**src/rtl/alu_muldiv.sv**
```systemverilog
// Single-issue ALU with iterative RV32M-style multiply/divide.
// Base ops finish in one cycle; MUL/DIV iterate one bit per cycle over operand magnitudes.
module alu_muldiv #(
   parameter int XLEN    = 32,
   parameter int SHAMT_W = $clog2(XLEN)
) (
   input  logic            clk,
   input  logic            rst,
   input  logic            in_valid,
   output logic            in_ready,
   input  logic            is_md,
   input  logic [3:0]      alu_control,
   input  logic [2:0]      funct3,
   input  logic [XLEN-1:0] inp1,
   input  logic [XLEN-1:0] inp2,
   output logic            out_valid,
   input  logic            out_ready,
   output logic [XLEN-1:0] result,
   output logic            busy
);

   localparam int CNT_W = $clog2(XLEN) + 1;

   localparam logic [1:0] ST_IDLE = 2'd0;
   localparam logic [1:0] ST_MUL  = 2'd1;
   localparam logic [1:0] ST_DIV  = 2'd2;
   localparam logic [1:0] ST_DONE = 2'd3;

   localparam logic [XLEN-1:0] MOST_NEG = {1'b1, {(XLEN-1){1'b0}}};

   logic [1:0]        state_q, state_d;
   logic [CNT_W-1:0]  cnt_q, cnt_d;
   logic [2*XLEN-1:0] acc_q, acc_d;
   logic [XLEN-1:0]   opnd_q, opnd_d;
   logic [2:0]        f3_q, f3_d;
   logic              neg_q, neg_d;
   logic [XLEN-1:0]   result_q, result_d;

   logic accept;

   assign in_ready  = (state_q == ST_IDLE) || ((state_q == ST_DONE) && out_ready);
   assign accept    = in_valid && in_ready;
   assign out_valid = (state_q == ST_DONE);
   assign busy      = (state_q == ST_MUL) || (state_q == ST_DIV);
   assign result    = result_q;

   // Base ALU, evaluated directly on the request operands.
   logic [SHAMT_W-1:0] shamt;
   logic [XLEN-1:0]    alu_res;

   assign shamt = inp2[SHAMT_W-1:0];

   always_comb begin
      // NOTE: every branch assigns alu_res; the default arm guarantees no latch.
      case (alu_control)
         4'b0000: alu_res = inp1 & inp2;
         4'b0001: alu_res = inp1 << shamt;
         4'b0010: alu_res = inp1 + inp2;
         4'b0011: alu_res = inp1 | inp2;
         4'b0100: alu_res = inp1 - inp2;
         4'b0101: alu_res = {{(XLEN-1){1'b0}}, ($signed(inp1) < $signed(inp2))};
         4'b0110: alu_res = inp1 ^ inp2;
         4'b0111: alu_res = {{(XLEN-1){1'b0}}, (inp1 < inp2)};
         4'b1000: alu_res = inp1 >> shamt;
         4'b1001: alu_res = XLEN'($signed(inp1) >>> shamt);
         default: alu_res = inp1;
      endcase
   end

   // Operand signedness per funct3: MULH/MULHSU sign inp1, MULH signs inp2, DIV/REM sign both.
   logic            a_signed, b_signed, a_neg, b_neg;
   logic [XLEN-1:0] mag_a, mag_b;
   logic            div_zero, div_ovf;

   assign a_signed = funct3[2] ? ~funct3[0] : (funct3[1] ^ funct3[0]);
   assign b_signed = funct3[2] ? ~funct3[0] : (funct3 == 3'd1);
   assign a_neg    = a_signed && inp1[XLEN-1];
   assign b_neg    = b_signed && inp2[XLEN-1];
   assign mag_a    = a_neg ? -inp1 : inp1;
   assign mag_b    = b_neg ? -inp2 : inp2;
   assign div_zero = (inp2 == '0);
   assign div_ovf  = a_signed && (inp1 == MOST_NEG) && (inp2 == '1);

   // Shift-add step: acc holds {partial product, remaining multiplier bits}.
   logic [XLEN:0]     mul_sum;
   logic [2*XLEN-1:0] mul_next, mul_prod;
   logic [XLEN-1:0]   mul_res;

   assign mul_sum  = {1'b0, acc_q[2*XLEN-1:XLEN]} + (acc_q[0] ? {1'b0, opnd_q} : {(XLEN+1){1'b0}});
   assign mul_next = {mul_sum, acc_q[XLEN-1:1]};
   assign mul_prod = neg_q ? -mul_next : mul_next;
   assign mul_res  = (f3_q[1:0] == 2'd0) ? mul_prod[XLEN-1:0] : mul_prod[2*XLEN-1:XLEN];

   // Restoring step: acc holds {partial remainder, dividend bits / quotient bits}.
   logic [XLEN:0]     div_trial;
   logic              div_ge;
   logic [XLEN-1:0]   div_diff, div_sel, div_res;
   logic [2*XLEN-1:0] div_next;

   assign div_trial = acc_q[2*XLEN-1:XLEN-1];
   assign div_ge    = (div_trial >= {1'b0, opnd_q});
   assign div_diff  = div_trial[XLEN-1:0] - opnd_q;
   assign div_next  = {(div_ge ? div_diff : div_trial[XLEN-1:0]), acc_q[XLEN-2:0], div_ge};
   assign div_sel   = f3_q[1] ? div_next[2*XLEN-1:XLEN] : div_next[XLEN-1:0];
   assign div_res   = neg_q ? -div_sel : div_sel;

   always_comb begin
      state_d  = state_q;
      cnt_d    = cnt_q;
      acc_d    = acc_q;
      opnd_d   = opnd_q;
      f3_d     = f3_q;
      neg_d    = neg_q;
      result_d = result_q;

      case (state_q)
         ST_MUL: begin
            acc_d = mul_next;
            cnt_d = cnt_q + 1'b1;
            if (cnt_d == CNT_W'(XLEN)) begin
               state_d  = ST_DONE;
               result_d = mul_res;
            end
         end
         ST_DIV: begin
            acc_d = div_next;
            cnt_d = cnt_q + 1'b1;
            if (cnt_d == CNT_W'(XLEN)) begin
               state_d  = ST_DONE;
               result_d = div_res;
            end
         end
         ST_DONE: begin
            if (out_ready) state_d = ST_IDLE;
         end
         default: ;
      endcase

      // Accept is only possible in IDLE or a draining DONE, so it overrides the above.
      if (accept) begin
         cnt_d = '0;
         f3_d  = funct3;
         if (!is_md) begin
            state_d  = ST_DONE;
            result_d = alu_res;
         end else if (!funct3[2]) begin
            state_d = ST_MUL;
            acc_d   = {{XLEN{1'b0}}, mag_b};
            opnd_d  = mag_a;
            neg_d   = a_neg ^ b_neg;
         end else if (div_zero) begin
            state_d  = ST_DONE;
            result_d = funct3[1] ? inp1 : '1;
         end else if (div_ovf) begin
            state_d  = ST_DONE;
            result_d = funct3[1] ? '0 : inp1;
         end else begin
            state_d = ST_DIV;
            acc_d   = {{XLEN{1'b0}}, mag_a};
            opnd_d  = mag_b;
            neg_d   = funct3[1] ? a_neg : (a_neg ^ b_neg);
         end
      end
   end

   // NOTE: state uses non-blocking assignments so all flops update from pre-edge values.
   always_ff @(posedge clk or posedge rst) begin
      if (rst) begin
         state_q  <= ST_IDLE;
         cnt_q    <= '0;
         acc_q    <= '0;
         opnd_q   <= '0;
         f3_q     <= '0;
         neg_q    <= 1'b0;
         result_q <= '0;
      end else begin
         state_q  <= state_d;
         cnt_q    <= cnt_d;
         acc_q    <= acc_d;
         opnd_q   <= opnd_d;
         f3_q     <= f3_d;
         neg_q    <= neg_d;
         result_q <= result_d;
      end
   end

endmodule

```
**config.mk**
```make
export PLATFORM = sky130hd
export DESIGN_NAME = alu_muldiv
export DESIGN_NICKNAME = d
export VERILOG_FILES = /design/src/rtl/alu_muldiv.sv
export SDC_FILE = /design/constraint.sdc
export NUM_CORES = 1
export LEC_CHECK = 0
export ABC_AREA = 0
export BUFFER_PORTS_ARGS = -buffer_cell sky130_fd_sc_hd__buf_2
export CAP_MARGIN = 15
export CORE_MARGIN = 8
export CORE_UTILIZATION = 40
export CTS_CLUSTER_DIAMETER = 60
export DETAILED_ROUTE_END_ITERATION = 10
export GPL_ROUTABILITY_DRIVEN = 1
export SYNTH_ARGS = -nofsm -noshare
export SYNTH_HDL_FRONTEND = slang
export SYNTH_SLANG_ARGS = --single-unit
```
**constraint.sdc**
```tcl
create_clock -name clk -period 4.6 [get_ports clk]
set_input_delay 1.15 -clock clk [delete_from_list [all_inputs] [get_ports clk]]
set_output_delay 1.15 -clock clk [all_outputs]
set_load 0.005 [all_outputs]
```
==> metrics.log <==
[metrics] maximum vdd drop: 0.000413 V
[metrics] Area Overhead vs Synth: 38.0%
[metrics] syn_nets: 3947
[metrics] share of the clock period used by the worst path after layout: 1.07
[metrics] max-slew headroom at the worst pin: 0.286
[metrics] antenna viol nets, final: 0
[metrics] Initial Util: 0.402
[metrics] global-route wire length before repair: 201 mm
[metrics] pin count of the biggest net entering global routing: 140
[metrics] Final Worst Setup Slack: -0.300 ns
[metrics] post-detailed-placement half-perimeter wirelength: 110 mm
[metrics] CTS tree: done
[metrics] routed via count: 33.3k
[metrics] Setup Total Neg Slack: -1.92 ns
[metrics] Final Wtd Congestion: 1.05
[metrics] category of the worst setup path capture point: register
[metrics] Die Width: 267 um
[metrics] FF+latch area: 3480 um^2
[metrics] FP Rows: 92
[metrics] synth unique cells: 92
[metrics] clock sink total: 139
[metrics] Static Leak: 15.4 nW
[metrics] post-detailed-route via-to-cell ratio: 6.25
[metrics] via count of the first global-routing pass: 31.6k
[metrics] highest net fanout along the worst path: 2
[metrics] violated checks: negative setup slack
[metrics] most common cell after layout, fill and taps aside: sky130_fd_sc_hd__buf_4
[metrics] Final Critical Period: 4.90 ns
[metrics] fraction of final layout cells with drive strength greater than 1: 0.302
[metrics] Post-layout nets: 4723
[metrics] Multi-input gate area: 21300 um^2
[metrics] RSZ-0062 raised after global routing: true
[metrics] achievable clock frequency: 204 MHz
[metrics] Post-synth EDFFs: 0
[metrics] combined area of all synthesized cells: 25200 um^2
[metrics] Crit Path Category: reg2reg
[metrics] global-route usage over all layers: 0.369
[metrics] transition time at the pin with the least slew margin: 1.07 ns
[metrics] most used flip-flop cell after synthesis: sky130_fd_sc_hd__dfrtp_1
[metrics] io pins: 111
[metrics] number of filler instances in the final layout: 6168
[metrics] antenna violations before repair: 5
[metrics] Worst Hold Class: reg2reg
[metrics] endpoint arrival time on the critical path: 5.23 ns
[metrics] Mapped Cells: 3694
[metrics] number of buffers on the longest clock path: 2
[metrics] Pins Over Slew Limit: 0
[metrics] area of the core region: 62700 um^2
[metrics] Syn. warnings: 0
[metrics] DIE AREA: 71400 um^2
[metrics] CTS Hold Bufs: 0
[metrics] worst skew pair latency: 0.46 ns
[metrics] Worst Skew: 0.0153 ns
[metrics] number of port buffers: 110
[metrics] setup-violating endpoint count in the final report: 11
[metrics] sequential-to-total area share from yosys stat: 0.138
[metrics] post-route worst hold slack: 0.545 ns
[metrics] fraction of registers with async set or reset after synthesis: 1.00
[metrics] Die Height: 267 um
[metrics] power per standard cell area: 750 nW/um^2
[metrics] total length of routed wires: 137 mm
[metrics] 1st-pass router iterations: 6
[metrics] clock-pin transition on the worst setup and hold timing paths: 0.07 ns
[metrics] critical path data required time: 4.93 ns
[metrics] DRC violations left: 0
[metrics] Worst Setup Start Kind: register
[metrics] number of hold violations in the final report: 0
[metrics] mean area per synthesized cell: 6.83 um^2
[metrics] most frequent cells in the layout: sky130_fd_sc_hd__buf_4 (918), sky130_fd_sc_hd__nand2_1 (394), sky130_fd_sc_hd__o21ai_0 (354)
[metrics] number of maximum-capacitance constraint violations: 0
[metrics] Wirelength per Cell: 25.7 um
[metrics] status: complete, but fails checks
[metrics] CTS Buf Count: 17
[metrics] master cell of the clock root buffer: sky130_fd_sc_hd__clkbuf_16
[metrics] Synth Register Bits: 139
[metrics] gr ovfl total: 0
[metrics] Iteration-0 DRC Markers: 3971
[metrics] H-tree level count: 4
==> worst max-delay path, stage by stage (launching register included) <==
cell	delay (ns)
sky130_fd_sc_hd__dfrtp_1	0.39
sky130_fd_sc_hd__or4_4	0.54
sky130_fd_sc_hd__or4_4	0.43
sky130_fd_sc_hd__or4_4	0.53
sky130_fd_sc_hd__a2111oi_4	0.46
sky130_fd_sc_hd__or4b_4	0.52
sky130_fd_sc_hd__o21bai_4	0.23
sky130_fd_sc_hd__or3_4	0.36
sky130_fd_sc_hd__or3_1	0.37
sky130_fd_sc_hd__o41ai_2	0.25
sky130_fd_sc_hd__xor2_1	0.25
sky130_fd_sc_hd__o21ai_0	0.14
sky130_fd_sc_hd__buf_4	0.17
sky130_fd_sc_hd__nand2_1	0.06
sky130_fd_sc_hd__nand4_1	0.09
==> through the flow <==
| step | cell area [um^2] | util | total power [W] | std cells | setup slack [ns] |
|---|---|---|---|---|---|
| 5_1_grt | 34800 | 0.555 | 0.0277 | 5328 | -0.402 |
| 3_5_place_dp | 32800 | 0.523 | 0.0223 | 5258 | -0.725 |
| 2_1_floorplan | 25500 | - | 0.0133 | 3694 | -0.440 |
| 6_report | 34800 | 0.555 | 0.0261 | 5329 | -0.300 |
| 3_3_place_gp | 32800 | 0.523 | 0.0222 | 5258 | -0.721 |
| 4_1_cts | 34300 | 0.546 | 0.0248 | 5319 | -0.216 |
==> registers in the layout, summed over array words and instances, names as in the netlist <==
register	cells
acc_q	64
opnd_q	32
result	32
cnt_q	6
f3_q	2
state_q	2
neg_q	1
==> power breakdown <==
group	switching, W	total (W)	internal, W
sequential	0.000554	0.00239	0.00184
clock	0.000636	0.00145	0.000815
combinational	0.0124	0.0223	0.00987
==> synth_stat cells (24+ instances only) <==
library cell / count / share of area
sky130_fd_sc_hd__inv_1: 162 / 0.024
sky130_fd_sc_hd__nor4_1: 32 / 0.0079
sky130_fd_sc_hd__buf_1: 33 / 0.0049
sky130_fd_sc_hd__dfrtp_1: 139 / 0.14
sky130_fd_sc_hd__a21oi_1: 328 / 0.065
sky130_fd_sc_hd__clkbuf_1: 249 / 0.037
sky130_fd_sc_hd__nand3_1: 82 / 0.016
sky130_fd_sc_hd__o21ai_0: 370 / 0.073
sky130_fd_sc_hd__and3_1: 28 / 0.0069
sky130_fd_sc_hd__ha_1: 173 / 0.086
sky130_fd_sc_hd__o211ai_1: 53 / 0.016
sky130_fd_sc_hd__o41ai_1: 24 / 0.0083
sky130_fd_sc_hd__nor2_1: 357 / 0.053
sky130_fd_sc_hd__and2_1: 60 / 0.015
sky130_fd_sc_hd__a31oi_1: 51 / 0.013
sky130_fd_sc_hd__nor3_1: 74 / 0.015
sky130_fd_sc_hd__o221ai_1: 60 / 0.021
sky130_fd_sc_hd__a22oi_1: 53 / 0.016
sky130_fd_sc_hd__nand4_1: 47 / 0.012
sky130_fd_sc_hd__nand2b_1: 28 / 0.0069
sky130_fd_sc_hd__mux2i_1: 89 / 0.035
sky130_fd_sc_hd__a211oi_1: 57 / 0.017
sky130_fd_sc_hd__o31ai_1: 39 / 0.012
sky130_fd_sc_hd__a21o_1: 43 / 0.013
sky130_fd_sc_hd__xor2_1: 57 / 0.020
sky130_fd_sc_hd__or3_1: 40 / 0.0099
sky130_fd_sc_hd__nand2_1: 401 / 0.060
sky130_fd_sc_hd__xnor2_1: 142 / 0.049
sky130_fd_sc_hd__o22ai_1: 60 / 0.015
sky130_fd_sc_hd__a221oi_1: 27 / 0.0094
==> final cells by class <==
class | count | share of cell area
sequential | 139 | 0.100
clock buffer | 19 | 0.0127
timing repair buffer | 1052 | 0.224
tap | 846 | 0.0304
clock inverter | 12 | 0.00399
antenna | 1 | 0.0000718
inverter | 167 | 0.0183
multi-input combinational | 3093 | 0.611
==> layer usage <==
| layer | routed length (um) | part of all wire | global-route usage | vias to the layer above |
|---|---|---|---|---|
| li1 | - | - | - | 15182 |
| met1 | 53500 | 0.39 | 0.458 | 15725 |
| met2 | 60800 | 0.44 | 0.597 | 1921 |
| met3 | 11800 | 0.086 | 0.0521 | 455 |
| met4 | 10800 | 0.079 | 0.236 | 4 |
| met5 | 27 | 0.00020 | 0 | - |
==> timing repair <==
action	CTS	global route
gates cloned	0	0
pin swaps	53	51
endpoints found under the setup margin	21	20
setup buffers	31	11
gates resized for setup	112	97
==> cell families after synthesis <==
| kind of cell | after synthesis | share of synthesized area |
|---|---|---|
| flip-flops | 139 | 0.138 |
| multiplexers | 130 | 0.0630 |
| XOR/XNOR | 199 | 0.0691 |
| AND/OR/NAND/NOR | 1236 | 0.229 |
| AO/OA/AOI/OAI | 1351 | 0.343 |
| adder cells (fa/ha/maj) | 177 | 0.0889 |
| buffers and inverters | 462 | 0.0696 |
==> path summary, 6_finish.rpt <==
check | slack (ns) | cells after the start | startpoint | to
worst max-delay path | -0.30 | 14 | acc_q[19] | result[31]
worst min-delay path | 0.54 | 2 | f3_q[0] | f3_q[0]
worst max register to register | -0.30 | 14 | acc_q[19] | result[31]
worst min register to register | 0.54 | 2 | f3_q[0] | f3_q[0]
max in group asynchronous | 3.02 | 3 | rst | opnd_q[11]
min in group asynchronous | 0.84 | 3 | rst | acc_q[32]
(Power assumes the default switching activity.)
